--- src/rtl/ddr3_read_responder.sv ---
// ddr3_read_responder
// Read engine between the layer sequencer and the DDR3 controller's Avalon-MM
// port. Word reads are issued one per cycle, tracked while in flight, and
// returned in request order through a response FIFO. A credit count covers
// every request from acceptance until its word is popped, so the FIFO cannot
// overflow. A flush pulse abandons all pending work and drains in-flight reads.
//
// Build option: define DDR3_READ_PERF_EN to build the saturating read_count
// and stall_count counters; otherwise both outputs are tied to zero.
`timescale 1ns/1ps

module ddr3_read_responder #(
    parameter int ADDR_WIDTH = 32,
    parameter int DATA_WIDTH = 32,
    parameter int FIFO_DEPTH = 16
) (
    input  logic                  clock,
    input  logic                  reset,
    input  logic                  req_valid,
    output logic                  req_ready,
    input  logic [ADDR_WIDTH-1:0] req_addr,
    output logic [DATA_WIDTH-1:0] rsp_data,
    output logic                  rsp_valid,
    input  logic                  rsp_ready,
    input  logic                  flush,
    output logic                  busy,
    output logic [ADDR_WIDTH-1:0] avm_address,
    output logic                  avm_read,
    input  logic                  avm_waitrequest,
    input  logic [DATA_WIDTH-1:0] avm_readdata,
    input  logic                  avm_readdatavalid,
    output logic [31:0]           read_count,
    output logic [31:0]           stall_count
);

    localparam int PW = $clog2(FIFO_DEPTH);
    localparam int CW = PW + 1;
    localparam logic [CW-1:0] DEPTH_C = CW'(FIFO_DEPTH);

    localparam logic [0:0] ST_RUN   = 1'b0;
    localparam logic [0:0] ST_FLUSH = 1'b1;

    logic [0:0]            state;
    logic [CW-1:0]         inflight;
    logic [CW-1:0]         fifo_count;
    logic [CW-1:0]         used;
    logic [PW-1:0]         wr_ptr;
    logic [PW-1:0]         rd_ptr;
    logic [DATA_WIDTH-1:0] mem [FIFO_DEPTH];
    logic [ADDR_WIDTH-1:0] req_addr_aligned;

    logic accept;
    logic issue;
    logic ret;
    logic push;
    logic pop;
    logic flush_take;

    assign req_addr_aligned = req_addr & ~ADDR_WIDTH'(3);

    // A read still waiting on the bus holds one credit, as does each read in
    // flight and each buffered word.
    assign used = CW'(avm_read) + inflight + fifo_count;

    // NOTE: reset is folded in so req_ready reads 0 while reset is asserted,
    // even though the registered state already reads RUN.
    assign req_ready = reset && (state == ST_RUN) && (used < DEPTH_C)
                       && (!avm_read || !avm_waitrequest);

    assign accept     = req_valid && req_ready;
    assign issue      = avm_read && !avm_waitrequest;
    assign ret        = avm_readdatavalid && (inflight != '0);
    assign flush_take = flush && (state == ST_RUN);
    assign push       = ret && (state == ST_RUN) && !flush;
    assign rsp_valid  = (state == ST_RUN) && (fifo_count != '0);
    assign pop        = rsp_valid && rsp_ready;
    assign rsp_data   = rsp_valid ? mem[rd_ptr] : '0;
    assign busy       = avm_read || (inflight != '0) || (fifo_count != '0)
                        || (state == ST_FLUSH);

    // Run/flush state: leave FLUSH once the bus is quiet and nothing is in flight.
    // NOTE: all sequential state uses non-blocking assignments so every
    // register samples pre-edge values regardless of block order.
    always_ff @(posedge clock or negedge reset) begin
        if (!reset) begin
            state <= ST_RUN;
        end else begin
            case (state)
                ST_RUN:   if (flush) state <= ST_FLUSH;
                ST_FLUSH: if (!avm_read && (inflight == '0)) state <= ST_RUN;
                default:  state <= ST_RUN;
            endcase
        end
    end

    // Avalon request register: load on accept, hold while stalled, drop after issue.
    always_ff @(posedge clock or negedge reset) begin
        if (!reset) begin
            avm_read    <= 1'b0;
            avm_address <= '0;
        end else if (accept) begin
            avm_read    <= 1'b1;
            avm_address <= req_addr_aligned;
        end else if (issue) begin
            avm_read <= 1'b0;
            if (state == ST_FLUSH) avm_address <= '0;
        end
    end

    // In-flight counter: issued reads not yet returned; stray returns are ignored.
    always_ff @(posedge clock or negedge reset) begin
        if (!reset) begin
            inflight <= '0;
        end else begin
            case ({issue, ret})
                2'b10:   inflight <= inflight + CW'(1);
                2'b01:   inflight <= inflight - CW'(1);
                default: inflight <= inflight;
            endcase
        end
    end

    // Response FIFO pointers and occupancy; a flush empties it at once.
    always_ff @(posedge clock or negedge reset) begin
        if (!reset) begin
            wr_ptr     <= '0;
            rd_ptr     <= '0;
            fifo_count <= '0;
        end else if (flush_take) begin
            wr_ptr     <= '0;
            rd_ptr     <= '0;
            fifo_count <= '0;
        end else begin
            if (push) wr_ptr <= wr_ptr + PW'(1);
            if (pop)  rd_ptr <= rd_ptr + PW'(1);
            case ({push, pop})
                2'b10:   fifo_count <= fifo_count + CW'(1);
                2'b01:   fifo_count <= fifo_count - CW'(1);
                default: fifo_count <= fifo_count;
            endcase
        end
    end

    // FIFO storage write port.
    // NOTE: the array has no reset; rsp_data is gated by rsp_valid, so stale
    // contents are never visible.
    always_ff @(posedge clock) begin
        if (push) mem[wr_ptr] <= avm_readdata;
    end

`ifdef DDR3_READ_PERF_EN
    // Saturating performance counters, cleared by reset and by an accepted flush.
    always_ff @(posedge clock or negedge reset) begin
        if (!reset) begin
            read_count  <= '0;
            stall_count <= '0;
        end else if (flush_take) begin
            read_count  <= '0;
            stall_count <= '0;
        end else begin
            if (pop && (read_count != '1)) read_count <= read_count + 32'd1;
            if (avm_read && avm_waitrequest && (stall_count != '1))
                stall_count <= stall_count + 32'd1;
        end
    end
`else
    assign read_count  = '0;
    assign stall_count = '0;
`endif

endmodule

--- config.mk ---
export PLATFORM = sky130hd
export DESIGN_NAME = ddr3_read_responder
export DESIGN_NICKNAME = d
export VERILOG_FILES = /design/src/rtl/ddr3_read_responder.sv
export SDC_FILE = /design/constraint.sdc
export NUM_CORES = 1
export LEC_CHECK = 0
export BUFFER_PORTS_ARGS = -buffer_cell sky130_fd_sc_hd__buf_2
export CORE_ASPECT_RATIO = 1.1
export CORE_MARGIN = 2
export CORE_UTILIZATION = 50
export DETAILED_ROUTE_END_ITERATION = 8
export PLACE_DENSITY = 0.69
export SYNTH_ARGS = -nofsm -noshare
export SYNTH_HDL_FRONTEND = slang
export SYNTH_SLANG_ARGS = --single-unit
--- constraint.sdc ---
create_clock -name clock -period 9.7 [get_ports clock]
set_input_delay 0 -clock clock [delete_from_list [all_inputs] [get_ports clock]]
set_output_delay 0 -clock clock [all_outputs]
set_load 0.005 [all_outputs]
; Word-level counts from Yosys, hierarchy flattened
; Memories as Yosys holds them, arrays and structs flattened.
; Index checks and enable logic that the tools add are counted.
[word_totals]
out_inout_bits = 132
ram_bits = 512
input_bits = 71
mem_count = 1
word_cells = 69
regBits = 52
[memory_table]
columns = memory, depth, word_bits, read_ports, rd_clocked_by_memory_dff, write_ports, line_no
row1 = mem, 16, 32, 1, 0, 1, 49  ; logic [DATA_WIDTH-1:0] mem [FIFO_DEPTH];
[classes]
n_addsub = 8
reduce_logical = 29
mux = 18
bitwise_logic = 1
eq_ne = 4
n_lt_le_gt_ge = 1
[ops]
columns = op, count
row1 = 32-bit 2-to-1 mux, 4
row2 = 5-bit case mux with 2 select lines, 2
row3 = 4-bit 2-to-1 mux, 4
row4 = 1-bit logical AND, 12
row5 = "5-bit by 1-bit adder with 5-bit output, second input constant", 2
row6 = 2-bit nonzero test, 5
row7 = 5-bit nonzero test, 2
row8 = "5-bit by 1-bit subtractor with 5-bit output, second input constant", 2
row9 = "4-bit by 1-bit adder with 4-bit output, second input constant", 2
row10 = 1-bit 2-to-1 mux, 6
row11 = 1-bit by 5-bit adder with 5-bit output, 1
row12 = 5-bit adder, 1
row13 = 5-bit logical NOT, 1
row14 = "5-bit < comparator, second input constant", 1
row15 = 5-bit 2-to-1 mux, 1
row16 = "2-bit by 1-bit == test with 1-bit output, second input constant", 2
row17 = "2-bit == test, second input constant", 2
row18 = 1-bit logical OR, 4
row19 = 1-bit logical NOT, 3
row20 = 3-bit nonzero test, 1
row21 = 1-bit case mux with 2 select lines, 1
row22 = 2-bit AND reduction, 1
row23 = 1-bit inverter, 1

; Logic depth before layout (Yosys ltp)
; Gate-level depths: netlist of run 1.
[depth]
word_depth = 8
ltp_mapped = 11
mapped_depth_nobuf = 11

; Least setup slack after synthesis of run 1
; Ideal clock, no wire load.
[synth_timing]
path_kind = flip-flop to flip-flop
start = reg state
end = mem mem[0][0] (enable)
path_buffers = 1
setup_time_ns = 0.501
arrival_time_ns = 4.070
period_less_slack_ns = 4.571
t_required_ns = 9.199
path_stages_with_launch = 5
slack_ns = 5.129
cell_sequence = dfrtp_1 -> nor2_1 -> o211ai_4 -> buf_4 -> nor4_1
[synth_between]
elab_chain_cells = 5
[synth_lines]
columns = item, line_no
row1 = "start, declared", 43  ; logic [0:0] state;
row2 = "start signal, assigned", 86  ; state <= ST_RUN;
row3 = "start signal, assigned", 89  ; ST_RUN: if (flush) state <= ST_FLUSH;
row4 = "start signal, assigned", 90  ; ST_FLUSH: if (!avm_read && (inflight == '0)) state <= ST_RUN;
row5 = 1-bit inverter, 74  ; assign push = ret && (state == ST_RUN) && !flush;
row6 = 1-bit logical AND (2 in a row), 74
row7 = 1-bit 2-to-1 mux, 148  ; if (push) mem[wr_ptr] <= avm_readdata;
row8 = 1-bit 2-to-1 mux (not written as such), 148
row9 = "end, declared", 49
; Every way passes these cells.

; Worst setup path in the final report of run 1
[layout_timing]
start = reg rd_ptr[1]
end = out rsp_data[25]
[layout_between]
elab_chain_cells = 2
[layout_lines]
columns = item, line_no
row1 = "start, declared", 48  ; logic [PW-1:0] rd_ptr;
row2 = "start signal, assigned", 135  ; if (pop) rd_ptr <= rd_ptr + PW'(1);
row3 = memory read 16 x 32 bit, n/a
row4 = 32-bit 2-to-1 mux, 77  ; assign rsp_data = rsp_valid ? mem[rd_ptr] : '0;
row5 = "end, declared", 22  ; output logic [DATA_WIDTH-1:0] rsp_data,
; Every way passes these cells.

==> results of run 1 <==
area by class of cell:
| type | count | area (sq um) |
|---|---|---|
| fillers | 3346 | 19110 |
| flip-flops and latches | 562 | 16640 |
| multi-input cells | 517 | 5535 |
| repair buffers | 223 | 1504 |
| clock buffers | 70 | 1433 |
| well taps | 588 | 735.7 |
| clock inverters | 31 | 221.5 |
| inverters | 43 | 161.4 |
| diodes | 2 | 5.005 |
placed cells by master, fill, tap and decap left out, types with 3 or more instances in the layout:
master	Yosys	layout
and2_2	0	4
dfrtp_4	0	3
buf_4	78	23
xnor2_1	8	8
buf_2	15	134
dfrtp_1	50	46
o21ai_0	6	6
conb_1	1	66
edfxtp_1	512	512
nor4_2	0	4
nor2_4	0	4
clkbuf_1	27	15
a211oi_1	65	65
mux4_2	128	128
and3_2	0	4
nand3_1	8	8
clkinv_1	0	14
a21oi_1	5	5
xor2_1	6	6
ha_1	14	14
nand2b_1	4	3
dlygate4sd3_1	0	66
clkinv_4	0	3
nand4_1	6	6
clkbuf_16	0	55
inv_1	43	43
mux2i_1	64	64
nor2_1	22	18
nor2b_1	35	35
clkinv_2	0	10
nand2_1	43	43
report_power, final:
part           switching [mW]  internal, mW  total (mW)
Combinational           0.574         0.647        1.22
Clock                   0.869          1.10        1.97
Sequential              0.168          2.74        2.91
Total                    1.61          4.48        6.09
cells by family after synthesis:
| kind of cell | synth area share, % |
|---|---|
| and+or+nand+nor | 3.260 |
| adders and majority gates | 0.8547 |
| xor gates and xnor gates | 0.5369 |
| muxes | 15.48 |
| DFF | 72.80 |
| other | 0.01642 |
| buffers and inverters | 4.323 |
| AOI/OAI and AO/OA | 2.728 |
routing by layer:
metal,track usage [%],part of all wire (%)
met4,5.142,2.1
met2,32.54,50
met3,3.758,6.0
met5,0,0.053
met1,26.50,42
worst paths after layout:
| check | endpoint | slack [ns] | depth (start not counted) |
|---|---|---|---|
| worst max-delay path | rsp_data[25] | 5.77 | 6 |
| worst min-delay path | rd_ptr[0]$_DFFE_PN0P_ | 0.04 | 5 |
| worst max register to register | inflight[4]$_DFFE_PN0P_ | 6.50 | 10 |
| worst min register to register | avm_address[19]$_DFFE_PN0P_ | 0.52 | 2 |
| max in group asynchronous | rd_ptr[0]$_DFFE_PN0P_ | 9.14 | 3 |
| min in group asynchronous | avm_address[14]$_DFFE_PN0P_ | 0.06 | 3 |
worst max-delay path: cells and delay by family, from the launching register on:
kind            cells  cell delay (ns)
flops               1             1.14
mux                 1             0.34
buf+inv             2             1.06
simple gates        1             0.14
compound gates      2             0.60
state kept, by name, summed over array words and instances, names as in the netlist:
signal,count
state,1
avm_address,30
rd_ptr,4
mem,512
fifo_count,5
wr_ptr,4
avm_read,1
inflight,5
timing repair:
item	CTS	global route
hold buffers	66	0
endpoints found under the setup margin	0	0
hold endpoints to repair	607	0
setup buffers	0	0
==> flow_summary.ini, run 1 <==
[placement]
placed_area_sq_um = 23910
dp_hpwl_mm = 23.46
post-place-ws_ns = 6.331
port_buffers = 134
dp.cells = 1867
gp_congestion = 0.7144

[sta]
tns_ns = 0
fin_skew_ns = 0.01871
hold_viol = 0
worstMarginPinSlew_ns = 1.193
setup_viol = 0
period_needed_ns = 3.933
setup_slack_ns = 5.767
final_max_slew_viol_count = 0
rsz0062_at_grt = false
relSlewSlack_pct = 20.21
fin_hold_ws_ns = 0.04045
post-route-period-util_pct = 40.55
clock.fmax_mhz = 254.3

[clock_tree]
root_buffer = clkbuf_16
cts_sinks = 562
htreeDepth = 2
ctsLongestPathBuffers = 3
insertion_delay_ns = 0.59
cts_tree = yes
path_clk_slew_ns = 0.06
cts_inserted_buffers = 54
cts-resized-gates = 0

[setup_path]
reg2reg_from = inflight[0]$_DFFE_PN0P_
cp-start-kind = flop
crit_start = rd_ptr[1]$_DFFE_PN0P_
critPathSlowestCell = dfrtp_4
path_cells = buf_4, mux4_2, nor2b_1, a211oi_1, a211oi_1, buf_2
crit_arrival_ns = 3.93
critPathRequiredTime_ns = 9.70
path_max_fanout = 72
worst_path_most_repeated_cell = a211oi_1
path_class = flop to output port
cpPeakStageDelay_ns = 1.14
end_kind = output port

[detailed_routing]
post_drt_wl_per_cell_um = 22.42
ant_nets = 0
drc = 0
vias_per_cell = 5.563
drt_iter0_markers = 907
routed_wl_mm = 45.66
num_vias = 11326
drt_pass1_iterations = 4

[yosys]
yosysWarningCount = 0
yosys.area.top_type_share_pct = 67.32
synthDistinctLibCells = 44
synth.top_cells.by_count = edfxtp_1 (512), mux4_2 (128), buf_4 (78)
syn_avg_cell_area_sq_um = 19.27
yosysSeqAreaShare_pct = 72.80
syn_area_sq_um = 22840
ys_ff_latch = 562
synth-async-reset-ratio_pct = 8.897
yosys.area.top_type = edfxtp_1
synth_edf_count = 512
synth.area.top_cells = edfxtp_1 (67%), mux4_2 (13%), dfrtp_1 (5.5%)
synthCells = 1185
synth_ff_type = edfxtp_1
synth.most_common_cell = edfxtp_1

[worst_hold_path]
hold_path_class = primary input to flop
hp-start = rsp_ready

[floorplan]
ios = 203
die_h_um = 228.1
rows = 82
start_util_pct = 50.36
dieArea_sq_um = 47400
core_sq_um = 45350
die-width_um = 207.8

[run]
cap_violations = 0

[cells_and_area]
final_nets = 1487
syn2layout_area_growth_pct = 14.88
stdcell_area_sq_um = 26230
final_cells = 2036
final_util_pct = 57.85
drive_gt1_share_pct = 26.69

[grt]
grt_max_degree = 73
grt_pass1_vias = 11860
antenna_found_initial = 4
grt-ovfl-total = 0
track_usage_pct = 19.47
grt_first_pass_wirelength_mm = 69.94

[pwr]
power_density_nw_per_um2 = 232.3
peakVddDrop_uv = 129.8
p_total_mw = 6.093
leakagePower_nw = 9.158

[outcome]
status = complete, no violations
No activity file was read; power rests on OpenSTA's default activity.
==> inputs of run 2 (changes only) <==
- PLACE_DENSITY: 0.69 -> 0.71
- clock period: 9.7 -> 3.35 ns (I/O delays scaled with it)
==> flow_summary.ini, run 2 (same netlist as run 1, synthesis figures left out) <==
[outcome]
status = complete, no violations

[sta]
final_max_slew_viol_count = 0
fin_skew_ns = 0.01579
period_needed_ns = 3.184
post-route-period-util_pct = 95.06
clock.fmax_mhz = 314.0
setup_slack_ns = 0.1655
worstMarginPinSlew_ns = 1.271
rsz0062_at_grt = false
setup_viol = 0
hold_viol = 0
relSlewSlack_pct = 15.28

[cells_and_area]
syn2layout_area_growth_pct = 16.26
largestRegisters = mem (512), avm_address (30)
final_cells = 2051
final_nets = 1506
regMostFlops = mem
drive_gt1_share_pct = 27.84
final_common_cell = edfxtp_1
num-fill-cells = 3270
largest_reg_flops = 512
layout_common_cells = edfxtp_1 (512), buf_2 (134), mux4_2 (128), dlygate4sd3_1 (68), conb_1 (66)

[setup_path]
end_kind = flop
crit_arrival_ns = 3.66
critPathRequiredTime_ns = 3.82
cp-start-kind = flop
path_max_fanout = 5
r2r_slack_ns = 0.17
path_class = flop to flop
rr_worst_depth = 10

[grt]
track_usage_pct = 19.70
grt-ovfl-total = 0
grt_max_degree = 81
antenna_found_initial = 2
grt_pass1_vias = 11866
grt_first_pass_wirelength_mm = 70.64

[pwr]
p_sw_mw = 4.743
p_total_mw = 18.04
p_int_mw = 13.30
p_seq_share_pct = 46.2
power_density_nw_per_um2 = 679.6
swShare_pct = 26.29
peakVddDrop_uv = 421.1
leakagePower_nw = 9.315
comb_power_share_pct = 21.3
clock_power_share_pct = 32.5

[floorplan]
ios = 203
die-width_um = 207.8
core_sq_um = 45350
dieArea_sq_um = 47400
die_h_um = 228.1
rows = 82
start_util_pct = 50.36

[clock_tree]
cts_tree = yes
insertion_delay_ns = 0.60
cts-resized-gates = 0
htreeDepth = 2
cts_inserted_buffers = 54
cts_sinks = 562
root_buffer = clkbuf_16
ctsLongestPathBuffers = 3
path_clk_slew_ns = 0.06

[placement]
dp_hpwl_mm = 25.24
post-place-ws_ns = 0.1737
port_buffers = 134
dp.cells = 1884
gp_congestion = 0.7236

[detailed_routing]
drt_iter0_markers = 912
post_drt_wl_per_cell_um = 22.66
ant_nets = 0
num_vias = 11464
drt_pass1_iterations = 7
routed_wl_mm = 46.48
drc = 0
vias_per_cell = 5.589

[worst_hold_path]
min_delay_path_depth = 5
hold_path_class = primary input to flop

[run]
cap_violations = 0
## run 2: changes by cell type in the layout (fill, tap and decap cells not counted), sizes merged
cell         previous run  this run
buf                   157       174
bufinv                  2         5
clkbuf                 70        63
clkinv                 29        25
clkinvlp                0         1
diode                   2         1
dlygate4sd3            66        68
inv                    43        47
## run 2: routing by layer
layer / GRT usage (%) / wire (um)
met5: 0 / 13
met1: 26.41 / 18890
met3: 3.263 / 2611
met2: 33.66 / 24010
met4: 5.408 / 959
## run 2: what timing repair did
action                                 in CTS  in global routing
setup endpoints to repair                   0                  0
endpoints found under the hold margin     607                  0
hold buffers                               68                  0
buffers inserted                            0                  0
## run 2: metrics by stage
step / setup TNS [ns] / cell area [sq um] / hold WS, ns / util (%)
after CTS: 0 / 26550 / 0.03395 / 58.54
after detailed placement: 0 / 24170 / 0.1706 / 53.29
after global placement: 0 / 24170 / 0.1683 / 53.29
after global routing: 0 / 26550 / 0.08647 / 58.55
final: 0 / 26550 / 0.07306 / 58.55
after floorplan: -156.31 / 23080 / -0.2956 / -
## run 2: worst paths after layout
check,startpoint,end
min in group asynchronous,reset,fifo_count[2]$_DFFE_PN0P_
max in group asynchronous,reset,rd_ptr[0]$_DFFE_PN0P_
worst max register to register,inflight[1]$_DFFE_PN0P_,inflight[4]$_DFFE_PN0P_
worst max-delay path,inflight[1]$_DFFE_PN0P_,inflight[4]$_DFFE_PN0P_
worst min-delay path,rsp_ready,rd_ptr[0]$_DFFE_PN0P_
worst min register to register,avm_address[12]$_DFFE_PN0P_,avm_address[12]$_DFFE_PN0P_
## run 2: final cells by class
class                      instances  area [sq um]  share of cell area [%]
clock inverter                    35         315.3                   1.188
inverter                          43         161.4                  0.6079
tap                              588         735.7                   2.771
sequential                       562         16640                   62.67
multi-input combinational        517          5535                   20.85
antenna                            1         2.502                0.009425
timing repair buffer             242          1777                   6.692
clock buffer                      63          1385                   5.217
## run 2: worst max-delay path, stage by stage (launching register included)
cell     delay, ns
dfrtp_1       0.43
or4_4         0.59
or2_2         0.30
and2_1        0.17
ha_1          0.23
ha_1          0.33
nor2b_1       0.14
o21ai_0       0.20
a21oi_1       0.10
or3b_2        0.45
xnor2_1       0.14
## run 2: power groups by stage
stage               clock network [mW]  registers [mW]  logic [mW]
finish                            5.86            8.34        3.84
global placement                     0            8.47        3.74
detailed placement                   0            8.48        3.82
global route                      6.26            8.39        4.21
CTS                               6.00            8.35        3.90
floorplan                            0            8.27        2.92
